File: src/rtl/fetch_pc_predictor.sv
// Fetch program counter with a direct-mapped branch target buffer.
// Each entry has a 2-bit saturating counter. Lookup is combinational on pc_o.
module fetch_pc_predictor #(
  parameter int unsigned BTB_ENTRIES = 16
) (
  input  logic        clk_i,
  input  logic        rst_ni,
  input  logic        stall_i,
  input  logic        redirect_i,
  input  logic [31:0] redirect_pc_i,
  input  logic        update_valid_i,
  input  logic [31:0] update_pc_i,
  input  logic        update_taken_i,
  input  logic [31:0] update_target_i,
  output logic [31:0] pc_o,
  output logic [31:0] pc_plus4_o,
  output logic        pred_taken_o,
  output logic [31:0] pred_target_o
);

  localparam int unsigned IDX   = $clog2(BTB_ENTRIES);
  localparam int unsigned TAG_W = 32 - IDX - 2;

  typedef logic [IDX-1:0]   idx_t;
  typedef logic [TAG_W-1:0] tag_t;

  logic [31:0]            pc_q;
  logic [31:0]            pc_next;
  logic [BTB_ENTRIES-1:0] valid_q;
  logic [1:0]             ctr_q    [BTB_ENTRIES];
  tag_t                   tag_q    [BTB_ENTRIES];
  logic [29:0]            target_q [BTB_ENTRIES];

  idx_t       l_idx, u_idx;
  tag_t       l_tag, u_tag;
  logic       l_hit, u_hit;
  logic [1:0] ctr_upd;

  // Low address bits are never stored or loaded; instructions are word aligned.
  logic unused_low_bits;
  assign unused_low_bits = ^{redirect_pc_i[1:0], update_pc_i[1:0], update_target_i[1:0]};

  // Lookup path
  assign l_idx         = pc_q[IDX+1:2];
  assign l_tag         = pc_q[31:IDX+2];
  assign l_hit         = valid_q[l_idx] && (tag_q[l_idx] == l_tag);
  assign pc_o          = pc_q;
  assign pc_plus4_o    = pc_q + 32'd4;
  assign pred_taken_o  = l_hit && ctr_q[l_idx][1];
  assign pred_target_o = pred_taken_o ? {target_q[l_idx], 2'b00} : pc_plus4_o;

  // Update path
  assign u_idx = update_pc_i[IDX+1:2];
  assign u_tag = update_pc_i[31:IDX+2];
  assign u_hit = valid_q[u_idx] && (tag_q[u_idx] == u_tag);

  // NOTE: every always_comb output gets a default first, so no path can infer a latch.
  always_comb begin
    ctr_upd = ctr_q[u_idx];
    if (update_taken_i) begin
      if (ctr_q[u_idx] != 2'b11) ctr_upd = ctr_q[u_idx] + 2'd1;
    end else begin
      if (ctr_q[u_idx] != 2'b00) ctr_upd = ctr_q[u_idx] - 2'd1;
    end
  end

  always_comb begin
    pc_next = pred_target_o;
    if (redirect_i)   pc_next = {redirect_pc_i[31:2], 2'b00};
    else if (stall_i) pc_next = pc_q;
  end

  // NOTE: sequential state uses non-blocking assignments only, so every flop samples pre-edge values.
  always_ff @(posedge clk_i or negedge rst_ni) begin
    if (!rst_ni) begin
      pc_q    <= 32'h0;
      valid_q <= '0;
      for (int i = 0; i < BTB_ENTRIES; i++) ctr_q[i] <= 2'b01;
    end else begin
      pc_q <= pc_next;
      if (update_valid_i) begin
        if (u_hit) begin
          ctr_q[u_idx] <= ctr_upd;
        end else if (update_taken_i) begin
          valid_q[u_idx] <= 1'b1;
          ctr_q[u_idx]   <= 2'b10;
        end
      end
    end
  end

  // NOTE: tag and target storage has no reset; a cleared valid bit already masks stale contents.
  always_ff @(posedge clk_i) begin
    if (update_valid_i && update_taken_i) begin
      tag_q[u_idx]    <= u_tag;
      target_q[u_idx] <= update_target_i[31:2];
    end
  end

endmodule

File: config.mk
export PLATFORM = sky130hd
export DESIGN_NAME = fetch_pc_predictor
export DESIGN_NICKNAME = d
export VERILOG_FILES = /design/src/rtl/fetch_pc_predictor.sv
export SDC_FILE = /design/constraint.sdc
export NUM_CORES = 1
export LEC_CHECK = 0
export CORE_MARGIN = 8
export CORE_UTILIZATION = 30
export DETAILED_ROUTE_END_ITERATION = 16
export PLACE_DENSITY = 0.52
export SETUP_SLACK_MARGIN = 0.1
export SLEW_MARGIN = 20
export SYNTH_ARGS = -nofsm -noshare
export SYNTH_HDL_FRONTEND = slang
export SYNTH_SLANG_ARGS = --single-unit
File: constraint.sdc
create_clock -name clk_i -period 5 [get_ports clk_i]
set_input_delay 1 -clock clk_i [delete_from_list [all_inputs] [get_ports clk_i]]
set_output_delay 1 -clock clk_i [all_outputs]
set_load 0.02 [all_outputs]
=== Word level (Yosys, flattened, before mapping) ===
Memory sizes are Yosys's and may differ from the RTL's.
Index checks and enable logic that the tools add are counted.

* $add $sub $neg: 3
* Order comparisons: 6
* Equal/unequal tests: 4
* Mux-type cells: 25
* Bitwise operators: 7
* Reduce and logical (&&, ||, !) cells: 10

{| class="wikitable"
|+ Operators by type and width
! kind !! count
|-
| 32-bit two-way mux || 5
|-
| 26-bit == test || 2
|-
| 32-bit by 3-bit adder with 32-bit output, second input constant || 1
|-
| 32-bit bitwise mux || 1
|-
| 16-bit OR || 2
|-
| 16-bit bitwise AND || 1
|-
| 2-bit binary-select mux with 4-bit select || 2
|-
| 2-bit two-way mux || 8
|-
| 16-bit inverter || 1
|-
| 5-bit >= comparator, second input constant || 2
|-
| 4-bit by 5-bit less-than comparator with 1-bit output, second input constant || 2
|-
| 4-bit inverter with 5-bit output || 2
|-
| 1-bit binary-select mux with 4-bit select || 2
|-
| 2-bit demux with 4-bit select || 1
|-
| 1-bit logical AND || 6
|-
| 5-bit by 1-bit less-than comparator with 1-bit output, second input constant || 1
|-
| 1-bit two-way mux || 5
|-
| 1-bit demux with 4-bit select || 1
|-
| 4-bit by 1-bit >= comparator with 1-bit output, second input constant || 1
|-
| 2-bit nonzero test || 2
|-
| 3-bit AND reduction || 1
|-
| 2-bit by 1-bit adder with 2-bit output, second input constant || 1
|-
| 2-bit by 1-bit != test with 1-bit output, second input constant || 1
|-
| 2-bit != test, second input constant || 1
|-
| other kinds (3) || 3
|}

* Flip-flop bits (word level): 80
* Memory bits (writable): 896
* Input bits: 102
* Output and inout bits: 97
* Logic and storage cells: 75
* Memories kept: 2

{| class="wikitable"
|+ Memory list
! memory !! depth !! bits a word !! rd ports !! clocked after memory_dff !! wr ports !! line !! text
|-
| target_q || 16 || 30 || 1 || 0 || 1 || 32 || <nowiki>logic [29:0] target_q [BTB_ENTRIES];</nowiki>
|-
| tag_q || 16 || 26 || 2 || 0 || 1 || 31 || <nowiki>tag_t tag_q [BTB_ENTRIES];</nowiki>
|}

=== Depth between registers and ports, before layout ===
* Depth after elaboration: 9
* Depth in mapped cells: 16
* Depth with buffers taken out: 8

=== Worst setup path before layout ===
No wires, ideal clock.

* Path type: input to register
* Start point: input update_pc_i[2]
* End point: register ctr_q[25] in the netlist's numbering
* Setup time: 0.078 ns
* Data arrival time: 6.837 ns
* Data required time: 4.922 ns
* Setup slack: -1.915 ns
* Stages: 10
* Path through: buf_2 > buf_4 > buf_4 > buf_2 > and2_1 > nand3_1 > nor3_1 > or2_2 > a31oi_1 > a21oi_1

* Cells in the longest elaborated chain, start to end: 9
* Elaborated cells between the ends (all ways): 27
* Those cells by class: add/sub: 2; order compare: 2; eq/ne: 2; mux: 13; bitwise: 2; reduce/logical: 5; memory: 1

{| class="wikitable"
|+ RTL lines
! what !! line !! text
|-
| start: declaration || 12 || <nowiki>input logic [31:0] update_pc_i,</nowiki>
|-
| 4-bit inverter with 5-bit output (not written as such) || -- ||
|-
| 2-bit binary-select mux with 4-bit select || 59, 61, 63 ||
|-
| 2-bit two-way mux (not written as such) (2 in a row) || 59, 61, 63 ||
|-
| 2-bit by 1-bit subtractor with 2-bit output, or another cell as far along || 63 || <nowiki>if (ctr_q[u_idx] != 2'b00) ctr_upd = ctr_q[u_idx] - 2'd1;</nowiki>
|-
| 2-bit two-way mux (on tied branches) || 63, 61 ||
|-
| 2-bit two-way mux || 60 || <nowiki>if (update_taken_i) begin</nowiki>
|-
| 32-bit bitwise mux || 83 || <nowiki>ctr_q[u_idx] <= ctr_upd;</nowiki>
|-
| 32-bit two-way mux || 82 || <nowiki>if (u_hit) begin</nowiki>
|-
| end signal: indexed assignment || 83 ||
|-
| end: declaration || 30 || <nowiki>logic [1:0] ctr_q [BTB_ENTRIES];</nowiki>
|}

Parallel ways exist; a longest one is shown, timed or not. The select of a mux whose other input is x is not followed.
A chain may end at the register's enable or synchronous reset.

=== Worst setup path in the final report ===
* Start point: register pc_q[2] (netlist: pc_o[2])
* End point: output pred_target_o[11]

* Cells in the longest elaborated chain, start to end: 6
* Elaborated cells between the ends (all ways): 13
* Those cells by class: add/sub: 1; eq/ne: 1; mux: 6; bitwise: 1; reduce/logical: 2; memory: 2

{| class="wikitable"
|+ RTL lines
! what !! line !! text
|-
| start: declaration || 27 || <nowiki>logic [31:0] pc_q;</nowiki>
|-
| start signal: assignment || 80 || <nowiki>pc_q <= pc_next;</nowiki>
|-
| parallel branches: the longest is 5 deep, another holds memory read 16 x 26 bit || -- ||
|-
| 32-bit two-way mux (*) || 50 || <nowiki>assign pred_target_o = pred_taken_o ? {target_q[l_idx], 2'b00} : pc_plus4_o;</nowiki>
|-
| end: declaration || 18 || <nowiki>output logic [31:0] pred_target_o</nowiki>
|}

Mark *: on every way between the ends. The select of a mux whose other input is x is not followed.

==> load_flow_metrics.sql <==
INSERT INTO impl_metrics (metric_group, metric, value, unit) VALUES
('synth', 'synth.net_count', '2618', ''),
('clock_network', 'cts_num_sinks', '976', ''),
('job', 'cap_violations', '0', ''),
('setup_path', 'endpoint_kind', 'output pin', ''),
('sta', 'fin_crit_sh', '1.077', ''),
('synth', 'synthesis.area', '44110', 'µm²'),
('placed_design', 'routability_congestion', '0.9008', ''),
('routing', 'detail_route.wl_per_cell', '30.65', 'µm'),
('status', 'status', 'complete, but fails checks', ''),
('floorplanning', 'dieArea', '159600', 'µm²'),
('floorplanning', 'starting_density', '0.3023', ''),
('sta', 'max_freq', '185.7', 'MHz'),
('clock_network', 'cts.root.buffer_cell', 'clkbuf_16', ''),
('synth', 'synth.avg_cell_area', '17.54', 'µm²'),
('synth', 'yosys_register_bits', '976', ''),
('grt', 'global_route.overflow_total', '0', ''),
('setup_path', 'worstSetupStartpointType', 'flip-flop', ''),
('routing', 'initial_drt_markers', '3230', ''),
('clock_network', 'clock_tree.buffer_depth', '3', ''),
('sta', 'worst_slew_margin_rel', '0.3341', ''),
('routing', 'num_vias', '28130', ''),
('clock_network', 'cts_htree_levels', '3', ''),
('cells_and_area', 'area_growth', '25.71', '%'),
('placed_design', 'dp_hpwl', '96990', 'µm'),
('grt', 'antenna_found_initial', '12', ''),
('cells_and_area', 'stdcell_count', '4992', ''),
('sta', 'setup-violations-final', '41', ''),
('cells_and_area', 'finalCoreUtilization', '0.3801', ''),
('setup_path', 'cp_cell_instances', 'buf_12, clkbuf_16, buf_8, inv_8, mux4_2, o22ai_2, a31o_4, nand3_2, or4_4, clkbuf_16, buf_12, o31ai_2, nand2_1, buf_6', ''),
('grt', 'grt_start_max_net_pins', '63', ''),
('sta', 'final_number_of_hold_violating_endpoints', '0', ''),
('floorplanning', 'die_x', '399.5', 'µm'),
('pwr', 'power-per-cell-area', '365.0', 'nW/µm²'),
('setup_path', 'required', '4.00', 'ns'),
('sta', 'worst-slew-pin-transition', '0.9965', 'ns'),
('floorplanning', 'floorplan_die_height', '399.5', 'µm'),
('setup_path', 'cpPeakStageDelay', '0.66', 'ns'),
('sta', 'layout_min_cycle_time', '5.386', 'ns'),
('clock_network', 'path_clk_slew', '0.06', 'ns'),
('clock_network', 'postCtsHoldBufs', '0', ''),
('status', 'violations', 'setup timing', ''),
('clock_network', 'cts_tree', 'built', ''),
('placed_design', 'portBuffers', '192', ''),
('grt', 'grt_pass1_wl', '213900', 'µm'),
('routing', 'ant_nets', '0', ''),
('synth', 'post_synth_inst_count', '2515', ''),
('synth', 'synth_cell_type_count', '73', ''),
('routing', 'routed_wirelength', '153000', 'µm'),
('sta', 'final.setup.tns', '-10.95', 'ns'),
('sta', 'setup_ws', '-0.3860', 'ns'),
('setup_path', 'r2r_cells', '13', ''),
('grt', 'grt_util_all_layers', '0.1850', ''),
('routing', 'route.detailed.drc', '0', ''),
('synth', 'synthDominantCellAreaShare', '0.6099', ''),
('placed_design', 'preCtsSetupSlack', '-0.3328', 'ns'),
('clock_network', 'cts_buffers', '102', ''),
('cells_and_area', 'register_area', '28940', 'µm²'),
('setup_path', 'cp.arrival', '4.39', 'ns'),
('routing', 'detail_route.first_pass.iterations', '6', ''),
('synth', 'ys_top_cells_by_area', 'edfxtp_1, mux4_2, dfrtp_1', ''),
('placed_design', 'placedCellCount', '4742', ''),
('floorplanning', 'number_of_core_rows', '140', ''),
('sta', 'rsz0062_at_grt', 'yes', ''),
('cells_and_area', 'final.fill_count', '13300', ''),
('pwr', 'peakVddDrop', '0.2734', 'mV'),
('sta', 'worst_hold_slack', '0.3736', 'ns'),
('floorplanning', 'core', '145900', 'µm²'),
('pwr', 'leakage_dissipation', '0.01839', 'µW'),
('setup_path', 'critPathMaxFanout', '7', ''),
('routing', 'post_drt_via_cell_ratio', '5.634', ''),
('min_path', 'hold_path.class', 'input port to async pin', '');
-- final timing paths --
kind | start | endpoint | slack (ns)
max reg2reg | pc_o[2] | pc_o[3] | 0.86
max in group asynchronous | rst_ni | pc_o[18] | 3.50
min reg2reg | valid_q[4] | valid_q[4] | 0.48
max | pc_o[2] | pred_target_o[11] | -0.39
min in group clk_i | valid_q[4] | valid_q[4] | 0.48
min | rst_ni | ctr_q[15] | 0.37
-- timing repair --
item / in CTS / in global routing
pin swaps: 12 / 47
buffers inserted: 19 / 34
gates resized for setup: 241 / 145
cloned: 2 / 7
setup endpoints to repair: 47 / 47
-- per-stage QoR --
step	power, µW	instance area, µm²
finish	20240	55460
global placement	12550	50520
detailed placement	12590	50520
floorplan	11060	44140
global route	20860	55450
CTS	20170	54280
-- per-layer routing --
layer	GRT usage	wire length, µm	up-vias
li1	-	-	11430
met1	0.2567	64910	15090
met2	0.2909	70510	1347
met3	0.04364	13200	248
met4	0.05125	4269	10
met5	0	90	-
-- layout by cell type (no fill, tap or decap), types with 17 or more instances in the layout --
| master | count |
|---|---|
| clkinv_1 | 26 |
| clkbuf_1 | 24 |
| nand4_1 | 47 |
| clkdlybuf4s50_1 | 153 |
| a21oi_1 | 27 |
| mux2_2 | 21 |
| and3_1 | 20 |
| clkinv_2 | 17 |
| a31oi_1 | 49 |
| nor2_1 | 62 |
| inv_1 | 46 |
| mux4_2 | 334 |
| nand2_1 | 100 |
| dfrtp_1 | 59 |
| buf_4 | 275 |
| a22oi_1 | 23 |
| nand3_1 | 47 |
| xnor2_1 | 38 |
| edfxtp_1 | 896 |
| buf_12 | 59 |
| mux2i_1 | 100 |
| clkbuf_16 | 110 |
| o21ai_0 | 60 |
| a21o_1 | 18 |
| nor3_1 | 19 |
| buf_6 | 50 |
-- final cells by class --
cell class	count	area share
Antenna cell	3	0.0001354
Clock buffer	129	0.04860
Clock inverter	56	0.01018
Inverter	55	0.003926
Multi-Input combinational cell	1301	0.2687
Sequential cell	976	0.5219
Tap cell	1917	0.04325
Timing Repair Buffer	555	0.1033
-- cells by family after synthesis --
family          after synthesis  synth area share
xor+xnor                     57           0.01132
buf+inv                     238           0.02547
simple gates                412           0.04660
mux                         459            0.1995
fa+ha+maj                     3         0.0007374
flops                       976            0.6557
compound gates              370           0.06064
-- critical path: cells and delay by family (launching register included) --
kind | cells | cell delay (ns)
AOI/OAI and AO/OA | 3 | 0.63
and+or+nand+nor | 3 | 0.88
muxes | 1 | 0.53
DFF | 1 | 0.58
buffers and inverters | 7 | 1.03
-- where the power goes --
part | switching [µW] | leakage, µW | internal (µW) | total, µW
Sequential | 187 | 0.00896 | 9090 | 9280
Clock | 3260 | 0.00158 | 4240 | 7500
Combinational | 1870 | 0.00785 | 1600 | 3470
Total | 5310 | 0.0184 | 14900 | 20200
-- sequential cells by signal, indices dropped and copies added (netlist names) --
name      count
ctr_q        32
pc_o         32
tag_q       416
target_q    480
valid_q      16
Power figures use the tool's default switching activity.
